==> config.mk <==
export PLATFORM = sky130hd
export DESIGN_NAME = load_unit_flat
export DESIGN_NICKNAME = d
export VERILOG_FILES = /design/src/rtl/load_unit_if.sv /design/src/rtl/load_unit.sv /design/src/flat_wrapper.sv
export SDC_FILE = /design/constraint.sdc
export NUM_CORES = 1
export LEC_CHECK = 0
export ABC_AREA = 0
export CAP_MARGIN = 20
export CORE_MARGIN = 3
export CORE_UTILIZATION = 49
export DETAILED_ROUTE_END_ITERATION = 10
export PLACE_DENSITY = 0.82
export SLEW_MARGIN = 15
export SYNTH_ARGS = -nofsm -noshare
export SYNTH_HDL_FRONTEND = slang
export SYNTH_SLANG_ARGS = --single-unit
==> constraint.sdc <==
create_clock -name clk -period 2.65 [get_ports clk]
set_input_delay 0.265 -clock clk [delete_from_list [all_inputs] [get_ports clk]]
set_output_delay 0.265 -clock clk [all_outputs]
set_load 0.005 [all_outputs]
==> src/rtl/load_unit_if.sv <==
// Load unit bus bundle: request/status, register-file read/write, data-memory read.
//   master : environment side (issues start/instruction, returns rf/mem data)
//   slave  : load unit side
interface load_unit_if #(
    parameter int unsigned N = 32
);
    logic         start;
    logic [N-1:0] instruction;
    logic         busy;
    logic         done;
    logic         error;
    logic [4:0]   rf_read_addr;
    logic [N-1:0] rf_read_data;
    logic [N-1:0] mem_addr;
    logic         mem_read;
    logic         mem_ready;
    logic [N-1:0] mem_rdata;
    logic         rf_write_en;
    logic [4:0]   rf_write_addr;
    logic [N-1:0] rf_write_data;

    modport master (
        output start, instruction, rf_read_data, mem_ready, mem_rdata,
        input  busy, done, error, rf_read_addr, mem_addr, mem_read,
               rf_write_en, rf_write_addr, rf_write_data
    );

    modport slave (
        input  start, instruction, rf_read_data, mem_ready, mem_rdata,
        output busy, done, error, rf_read_addr, mem_addr, mem_read,
               rf_write_en, rf_write_addr, rf_write_data
    );
endinterface

==> src/rtl/load_unit.sv <==
// Load unit: executes one I-type load (lw/lb/lbu/lh/lhu) per start request.
// Ports:
//   clk  - clock, rising edge
//   rst  - asynchronous active-low reset
//   bus  - load_unit_if.slave: start/instruction in, busy/done/error out,
//          rf read (addr out, data in), memory read handshake, rf write-back.
// All outputs are registered. Flow: IDLE -> ADDR -> MEM -> WB -> IDLE,
// or IDLE -> ADDR -> IDLE with a done+error pulse on a fault.
module load_unit #(
    parameter int unsigned N = 32
) (
    input logic        clk,
    input logic        rst,
    load_unit_if.slave bus
);

    localparam int unsigned OP_W  = 6;
    localparam int unsigned IMM_W = 16;

    localparam logic [OP_W-1:0] OP_LW  = 6'b100011;
    localparam logic [OP_W-1:0] OP_LB  = 6'b100000;
    localparam logic [OP_W-1:0] OP_LBU = 6'b100100;
    localparam logic [OP_W-1:0] OP_LH  = 6'b100001;
    localparam logic [OP_W-1:0] OP_LHU = 6'b100101;

    typedef enum logic [1:0] {IDLE, ADDR, MEM, WB} state_t;

    state_t             state;
    logic [OP_W-1:0]    op_q;
    logic [4:0]         rt_q;
    logic [IMM_W-1:0]   imm_q;
    logic [1:0]         ea_lo_q;

    logic [N-1:0]       ea_c;
    logic               fault_c;
    logic [7:0]         byte_c;
    logic [15:0]        half_c;
    logic [N-1:0]       ext_c;

    // Effective address, alignment/opcode fault, and lane-extracted load value.
    always_comb begin
        ea_c    = bus.rf_read_data + {{(N-IMM_W){imm_q[IMM_W-1]}}, imm_q};
        fault_c = 1'b0;
        case (op_q)
            OP_LW:         fault_c = (ea_c[1:0] != 2'b00);
            OP_LH, OP_LHU: fault_c = ea_c[0];
            OP_LB, OP_LBU: fault_c = 1'b0;
            default:       fault_c = 1'b1;
        endcase

        // Big-endian lanes: offset 0 is the most significant byte.
        byte_c = bus.mem_rdata[7:0];
        case (ea_lo_q)
            2'd0:    byte_c = bus.mem_rdata[31:24];
            2'd1:    byte_c = bus.mem_rdata[23:16];
            2'd2:    byte_c = bus.mem_rdata[15:8];
            default: byte_c = bus.mem_rdata[7:0];
        endcase
        half_c = ea_lo_q[1] ? bus.mem_rdata[15:0] : bus.mem_rdata[31:16];

        ext_c = bus.mem_rdata;
        case (op_q)
            OP_LB:   ext_c = {{(N-8){byte_c[7]}}, byte_c};
            OP_LBU:  ext_c = {{(N-8){1'b0}}, byte_c};
            OP_LH:   ext_c = {{(N-16){half_c[15]}}, half_c};
            OP_LHU:  ext_c = {{(N-16){1'b0}}, half_c};
            default: ext_c = bus.mem_rdata;
        endcase
    end

    // Control FSM with registered outputs; done/error/rf_write_en are one-cycle pulses.
    always_ff @(posedge clk or negedge rst) begin
        if (!rst) begin
            state             <= IDLE;
            op_q              <= '0;
            rt_q              <= '0;
            imm_q             <= '0;
            ea_lo_q           <= '0;
            bus.busy          <= 1'b0;
            bus.done          <= 1'b0;
            bus.error         <= 1'b0;
            bus.rf_read_addr  <= '0;
            bus.mem_addr      <= '0;
            bus.mem_read      <= 1'b0;
            bus.rf_write_en   <= 1'b0;
            bus.rf_write_addr <= '0;
            bus.rf_write_data <= '0;
        end else begin
            bus.done        <= 1'b0;
            bus.error       <= 1'b0;
            bus.rf_write_en <= 1'b0;
            case (state)
                IDLE: begin
                    if (bus.start) begin
                        op_q             <= bus.instruction[31:26];
                        rt_q             <= bus.instruction[20:16];
                        imm_q            <= bus.instruction[15:0];
                        bus.rf_read_addr <= bus.instruction[25:21];
                        bus.busy         <= 1'b1;
                        state            <= ADDR;
                    end
                end
                ADDR: begin
                    ea_lo_q <= ea_c[1:0];
                    if (fault_c) begin
                        bus.done  <= 1'b1;
                        bus.error <= 1'b1;
                        bus.busy  <= 1'b0;
                        state     <= IDLE;
                    end else begin
                        bus.mem_read <= 1'b1;
                        bus.mem_addr <= {ea_c[N-1:2], 2'b00};
                        state        <= MEM;
                    end
                end
                MEM: begin
                    // Request and address stay put until the memory accepts.
                    if (bus.mem_ready) begin
                        bus.mem_read      <= 1'b0;
                        bus.rf_write_data <= ext_c;
                        bus.rf_write_addr <= rt_q;
                        bus.rf_write_en   <= (rt_q != 5'd0);
                        bus.done          <= 1'b1;
                        state             <= WB;
                    end
                end
                WB: begin
                    bus.busy <= 1'b0;
                    state    <= IDLE;
                end
                default: state <= IDLE;
            endcase
        end
    end

endmodule

==> src/flat_wrapper.sv <==
// flat-port wrapper written by rule: the top's interface ports become plain ports
module load_unit_flat 
#(
    parameter int unsigned N = 32
)
  (clk, rst, bus_start, bus_instruction, bus_rf_read_data, bus_mem_ready, bus_mem_rdata, bus_busy, bus_done, bus_error, bus_rf_read_addr, bus_mem_addr, bus_mem_read, bus_rf_write_en, bus_rf_write_addr, bus_rf_write_data);
  load_unit_if #(.N(N)) bus_i ();
  input logic clk;
  input logic rst;
  input wire logic [$bits(bus_i.start)-1:0] bus_start;
  input wire logic [$bits(bus_i.instruction)-1:0] bus_instruction;
  input wire logic [$bits(bus_i.rf_read_data)-1:0] bus_rf_read_data;
  input wire logic [$bits(bus_i.mem_ready)-1:0] bus_mem_ready;
  input wire logic [$bits(bus_i.mem_rdata)-1:0] bus_mem_rdata;
  output wire logic [$bits(bus_i.busy)-1:0] bus_busy;
  output wire logic [$bits(bus_i.done)-1:0] bus_done;
  output wire logic [$bits(bus_i.error)-1:0] bus_error;
  output wire logic [$bits(bus_i.rf_read_addr)-1:0] bus_rf_read_addr;
  output wire logic [$bits(bus_i.mem_addr)-1:0] bus_mem_addr;
  output wire logic [$bits(bus_i.mem_read)-1:0] bus_mem_read;
  output wire logic [$bits(bus_i.rf_write_en)-1:0] bus_rf_write_en;
  output wire logic [$bits(bus_i.rf_write_addr)-1:0] bus_rf_write_addr;
  output wire logic [$bits(bus_i.rf_write_data)-1:0] bus_rf_write_data;
  assign bus_i.start = bus_start;
  assign bus_i.instruction = bus_instruction;
  assign bus_i.rf_read_data = bus_rf_read_data;
  assign bus_i.mem_ready = bus_mem_ready;
  assign bus_i.mem_rdata = bus_mem_rdata;
  assign bus_busy = bus_i.busy;
  assign bus_done = bus_i.done;
  assign bus_error = bus_i.error;
  assign bus_rf_read_addr = bus_i.rf_read_addr;
  assign bus_mem_addr = bus_i.mem_addr;
  assign bus_mem_read = bus_i.mem_read;
  assign bus_rf_write_en = bus_i.rf_write_en;
  assign bus_rf_write_addr = bus_i.rf_write_addr;
  assign bus_rf_write_data = bus_i.rf_write_data;
  load_unit #(.N(N)) u_core (.clk(clk), .rst(rst), .bus(bus_i));
endmodule
# == Yosys cells after proc, flatten, opt, wreduce, memory -nomap -nowiden ==
# Cells that the tools add are included.
# totals
output_inout_bits,79
wordCells,64
ff_bits,108
input_bits,100
# op_classes
n_mux,20
reduce_logical,14
bitwise_logic,1
n_eq_ne,14
n_addsub,1
# op_table
operator,n
32-bit one-hot mux with 4 select lines,1
32-bit adder,1
6-bit equality test (second input constant),5
8-bit one-hot mux with 3 select lines,1
16-bit 2-to-1 mux,1
1-bit 2-to-1 mux,9
2-bit one-hot mux with 4 select lines,1
2-bit AND reduction,4
2-bit equality test (second input constant),3
2-bit 2-to-1 mux,3
2-bit != test (second input constant),3
1-bit one-hot mux with 3 select lines,2
3-bit AND reduction,2
5-bit nonzero test,1
2-bit by 1-bit equality test with 1-bit output (second input constant),2
2-bit logical NOT,2
1-bit one-hot mux with 2 select lines,2
2-bit nonzero test,2
2-bit OR reduction,2
3-bit nonzero test,1
2-bit by 1-bit != test with 1-bit output (second input constant),1
1-bit NOT,1

# == Depth between registers and ports, before layout ==
# depth
depth_word,5
depth_mapped,11

# == Worst setup path after synthesis ==
# OpenSTA, ideal clock, no wires.
# synth_path
path_type,register -> register
from,reg u_core.imm_q[0]
to,reg u_core.bus.mem_addr[28]
setup_time_ns,0.082
arrival_ns,2.228
setup_slack_ns,0.340
synth_period_minus_slack_ns,2.310
n_path_buf,0
path_stages_with_launch,11
required_ns,2.568
cell_sequence,dfrtp_1 ha_1 inv_1 fa_1 nand2b_1 a21oi_1 o211ai_1 nand2b_1 a31oi_1 or4_1 a31oi_1
# synth_via
elab_chain_cells,5
# synth_rtl
item,line_no,source
"start, declared",load_unit.sv:31,logic [IMM_W-1:0] imm_q;
"start signal, assigned",load_unit.sv:97,imm_q <= bus.instruction[15:0];
32-bit adder (*),load_unit.sv:42,"ea_c = bus.rf_read_data + {{(N-IMM_W){imm_q[IMM_W-1]}}, imm_q};"
2-bit nonzero test,load_unit.sv:45,OP_LW: fault_c = (ea_c[1:0] != 2'b00);
1-bit one-hot mux with 3 select lines,load_unit.sv:44,case (op_q)
1-bit NOT (no line),n/a,
2-bit AND reduction (no line),n/a,
"end signal, assigned",load_unit.sv:112,"bus.mem_addr <= {ea_c[N-1:2], 2'b00};"
"end, declared",load_unit_if.sv:30,"output busy, done, error, rf_read_addr, mem_addr, mem_read,"
# Mark *: on every way between the ends. The rest lies on a longest branch, timed or not.
# A chain may end at the register's enable or synchronous reset.

# == Worst setup path in the final report ==
# layout_path
from,reg u_core.imm_q[15]
to,reg u_core.bus.mem_addr[27]
# layout_via
elab_chain_cells,1
# layout_rtl
item,line_no
32-bit adder,load_unit.sv:42
# Every way passes these cells.

==> summary.md <==
The run finished with clean final reports. The basic-gate share of the synthesized area counting and, or, nand and nor cells works out to 15.3%. The instance area after placement was 8460 um2.

Routed signal wires occupy layers up through met5. 179 I/O pins were placed. In the synthesized netlist, mux cells make up 6.64% of the area. The tools report the met3 wirelength from detailed routing as 1380 um. In the final layout, flip-flops and latches occupy 2700 um2.

The first detailed-routing pass ran for 5 iterations. The width of the die was 120 um; the total of endpoints with negative setup slack in the final report was 0. The share of total power dissipated in combinational logic is 56.9%.

Across every metal layer, demand over resource in global routing totals 26.1%. Clock tree synthesis inserted a total of 9 buffers. The run gives 6330 um2 as the cell area after technology mapping. Sequential cells were found to cover 42.7% of the synthesized design area. After synthesis, the most frequently instantiated cells are 108 x dfrtp_1, 105 x nand2_1, 75 x a21oi_1. For this run, the leading register cell type out of synthesis is dfrtp_1. The tools report the number of antenna violations at the first check in global routing as 1. Setup repair after global routing left no endpoint under its margin.

Cell area power density: 1120 nW/um2. After synthesis, the largest family of logic cells by area is compound AO/OA/AOI/OAI gates. Count of pins over their slew limit: 0. The synthesized netlist contains 53 unique library cells. The run gives 0 as the max-cap violation count.

Number of warning messages in the yosys log: 0. The wire length of the first global-routing pass is 30200 um. The count of flip-flops with a built-in enable after synthesis came out at 0.

The worst path in the final design needs a cycle of 2.46 ns, including I/O delays and setup. The parity-gate share of the synthesized area counting xor and xnor cells is 3.60%. The synthesized area per cell was 9.05 um2; the number of standard cells after synthesis was 699.

The run gives 3.93 mW as the switching power. Hold violation count in the final report: 0. The logs give 18400 um for the total wire length and 8780 um2 for the post-layout instance area.

TritonCTS built the clock tree. The number of filler instances in the final layout was 950. Entering global routing, the biggest net connects 86 pins.

STA puts the critical path data arrival time at 2.70 ns. The adder-cell area share of the yosys netlist was 7.44%; the share of final-layout standard cells stronger than drive strength 1 was 11.0%. The clock passes through at most 2 buffers.

The sum of routed wire segments on met1 was 7800 um. The power share of the clock group is 13.8%. Most used standard cell by instance count after synthesis: dfrtp_1. The number of global-route vias before repair is 6133, and the clock transition at the register clock pins on the worst setup and hold paths after CTS is 0.08 ns. The die footprint was 14300 um2; the number of synthesized register bits was 108.

In this run, the number of DRC markers left after iteration 0 of detailed routing was 459. Area of the core: 12300 um2. The setup slack after layout was 0.187 ns. The net count of the finished layout is 1026.

The total power after layout was 9.85 mW; the mean routed wirelength per cell was 17.3 um. By startpoint and endpoint, the worst setup path is classified as reg -> reg. The final critical path takes up 93.0% of the cycle. The signed area change from the synthesized netlist to the final layout works out to 38.8%. For this run the aggregate overflow at the end of global routing stands at 0.

Using the TritonRoute via totals, the vias-per-cell ratio works out to 5.60. The maximum fanout count along the critical path is 10, and the post-CTS setup buffer count is 0. The switching share of power is 39.9%, and the worst-skew pair later-pin latency is 0.36 ns. The share of the synthesized area in compound gates (AO/OA/AOI/OAI) was 20.9%.

The register share of total power was 29.3%; the fraction of registers with async set/reset was 100%. After legalization and detailed placement, the total HPWL measured 14300 um. The repair_antennas step left the layout with diodes totalling 0.

For the combined area of the multi-input logic cells, the log shows 3430 um2. The tools report the critical path endpoint category as a flop. The biggest area contributor in the post-synthesis netlist is dfrtp_1. Across the VDD grid, the largest voltage drop is 0.681 mV. The number of DRC violations after detailed routing is 0, and the number of placement rows is 40. Once the floorplan was initialized, standard cells occupied 51.4% of the core.

For the total internal power, the log shows 5.92 mW. The clock net in this run drives a total of 108 sinks. The static power due to leakage was 3.90 nW; the worst slew slack as a fraction of its limit was 57.7%. The tools report the worst clock skew as 0.00583 ns.

The H-tree was split into 3 levels. The data required time of the critical path came out at 2.89 ns. The routed wire length on met2 is 8810 um, and the achievable frequency is 0.406 GHz. Once detail routing completed, the nets flagged for antenna violations numbered 0.

At the placement stage, the worst setup path has a slack of -0.223 ns. The quantity of I/O buffers inserted on ports came out at 176. The tools report the startpoint type of the worst setup path as a flop.

The run gives 0.922 as the placer's final routability congestion estimate. The worst hold path belongs to the class in -> async. Sorting the synthesized cells by area gives the leading types as dfrtp_1 43%, ha_1 7.1%, nand2_1 6.2%. Cell at the root of the clock tree: clkbuf_16.

In this run the biggest area consumer among cell types represents 42.7% of the synthesized area. For the pin with the worst max-slew slack, the measured transition is 0.635 ns. The die is 120 um tall.

The detailed router placed 5943 vias in this run.
placed cells by master (no fill, tap or decap), drive strengths merged, types with 3 or more instances in the layout:
cell type	count
a211oi	14
a21o	10
a21oi	75
a221oi	3
a31oi	4
and2	13
and3	5
and4	3
buf	36
clkbuf	9
clkdlybuf4s50	175
clkinv	4
dfrtp	108
ha	36
inv	20
mux2	35
nand2	105
nand2b	5
nand3	11
nand4	4
nor2	49
nor2b	4
nor3	5
nor3b	4
o211ai	6
o21a	8
o21ai	77
o21bai	4
o22ai	9
or2	3
xnor2	14
xor2	12
repair_timing:
item	CTS	global route
setup endpoints to repair	0	8
hold buffers	1	0
hold endpoints to repair	23	0
gates resized for setup	0	3
per-layer routing:
| metal | GRT usage (%) | vias to the layer above |
|---|---|---|
| met5 | 0 | - |
| met4 | 8.80 | 2 |
| met3 | 5.18 | 28 |
| met2 | 44.0 | 229 |
| met1 | 33.6 | 2823 |
| li1 | - | 2861 |
state kept, by name, indices dropped and copies added (netlist names), named ones only:
| signal | flops |
|---|---|
| u_core.bus.mem_addr | 30 |
| u_core.ea_lo_q | 2 |
| u_core.rt_q | 5 |
| u_core.bus.rf_write_addr | 5 |
| u_core.state | 1 |
| u_core.imm_q | 16 |
| u_core.bus.rf_write_data | 32 |
| u_core.bus.rf_read_addr | 5 |
| u_core.bus.mem_read | 1 |
| u_core.op_q | 6 |
| u_core.bus.busy | 1 |
| u_core.bus.done | 1 |
| u_core.bus.error | 1 |
| u_core.bus.rf_write_en | 1 |
layout make-up:
class                   instances  share of cell area, %
repair buffers                212                   23.6
flip-flops and latches        108                   30.8
clock inverters                 7                  0.898
well taps                     168                   2.39
inverters                      17                  0.727
multi-input cells             541                   39.1
clock buffers                   9                   2.56
cell families (layout without fill, tap and decap cells):
family | after synthesis | in the layout
AND/OR/NAND/NOR | 217 | 217
buffers and inverters | 51 | 245
adder cells (fa/ha/maj) | 37 | 37
AO/OA/AOI/OAI | 223 | 223
XOR/XNOR | 26 | 26
other | 1 | 2
multiplexers | 36 | 36
flip-flops | 108 | 108
path summary, 6_finish.rpt:
kind                                                         start                                      end  slack [ns]  cells after the start
min in group clk           u_core.bus.rf_write_data[5]$_DFFE_PN0P_  u_core.bus.rf_write_data[5]$_DFFE_PN0P_        0.48                      2
min                                                            rst      u_core.bus.mem_addr[29]$_DFFE_PN0P_        0.37                      2
max reg2reg                           u_core.imm_q[15]$_DFFE_PN0P_      u_core.bus.mem_addr[27]$_DFFE_PN0P_        0.19                      9
max                                   u_core.imm_q[15]$_DFFE_PN0P_      u_core.bus.mem_addr[27]$_DFFE_PN0P_        0.19                      9
min reg2reg                u_core.bus.rf_write_data[5]$_DFFE_PN0P_  u_core.bus.rf_write_data[5]$_DFFE_PN0P_        0.48                      2
max in group asynchronous                                      rst              u_core.imm_q[3]$_DFFE_PN0P_        1.51                      3
worst max-delay path: stages, from the launching register on:
cell and delay (ns):
dfrtp_2 0.50, buf_4 0.21, ha_1 0.32, buf_4 0.17
o21a_1 0.12, o21a_1 0.19, a21oi_1 0.33, a21oi_1 0.12
a311oi_1 0.27, o21ai_0 0.11
metrics by stage:
stage          utilization (%)  TNS [ns]  instances  hold WS, ns
6_report                  71.3         0       1062        0.373
3_3_place_gp              68.7    -0.588       1045        0.194
2_1_floorplan                -         0        700      -0.0306
3_5_place_dp              68.7     -1.17       1045        0.202
5_1_grt                   71.3         0       1062        0.402
4_1_cts                   71.2         0       1062        0.376
power by group through the flow:
stage          clock [mW]  sequential [mW]  combinational [mW]
6_report             1.36             2.88                5.61
5_1_grt              1.44             2.97                6.22
4_1_cts              1.39             2.88                5.59
3_5_place_dp            0             2.90                5.55
3_3_place_gp            0             2.86                5.41
2_1_floorplan           0             2.82                3.26
(Power assumes the default switching activity.)
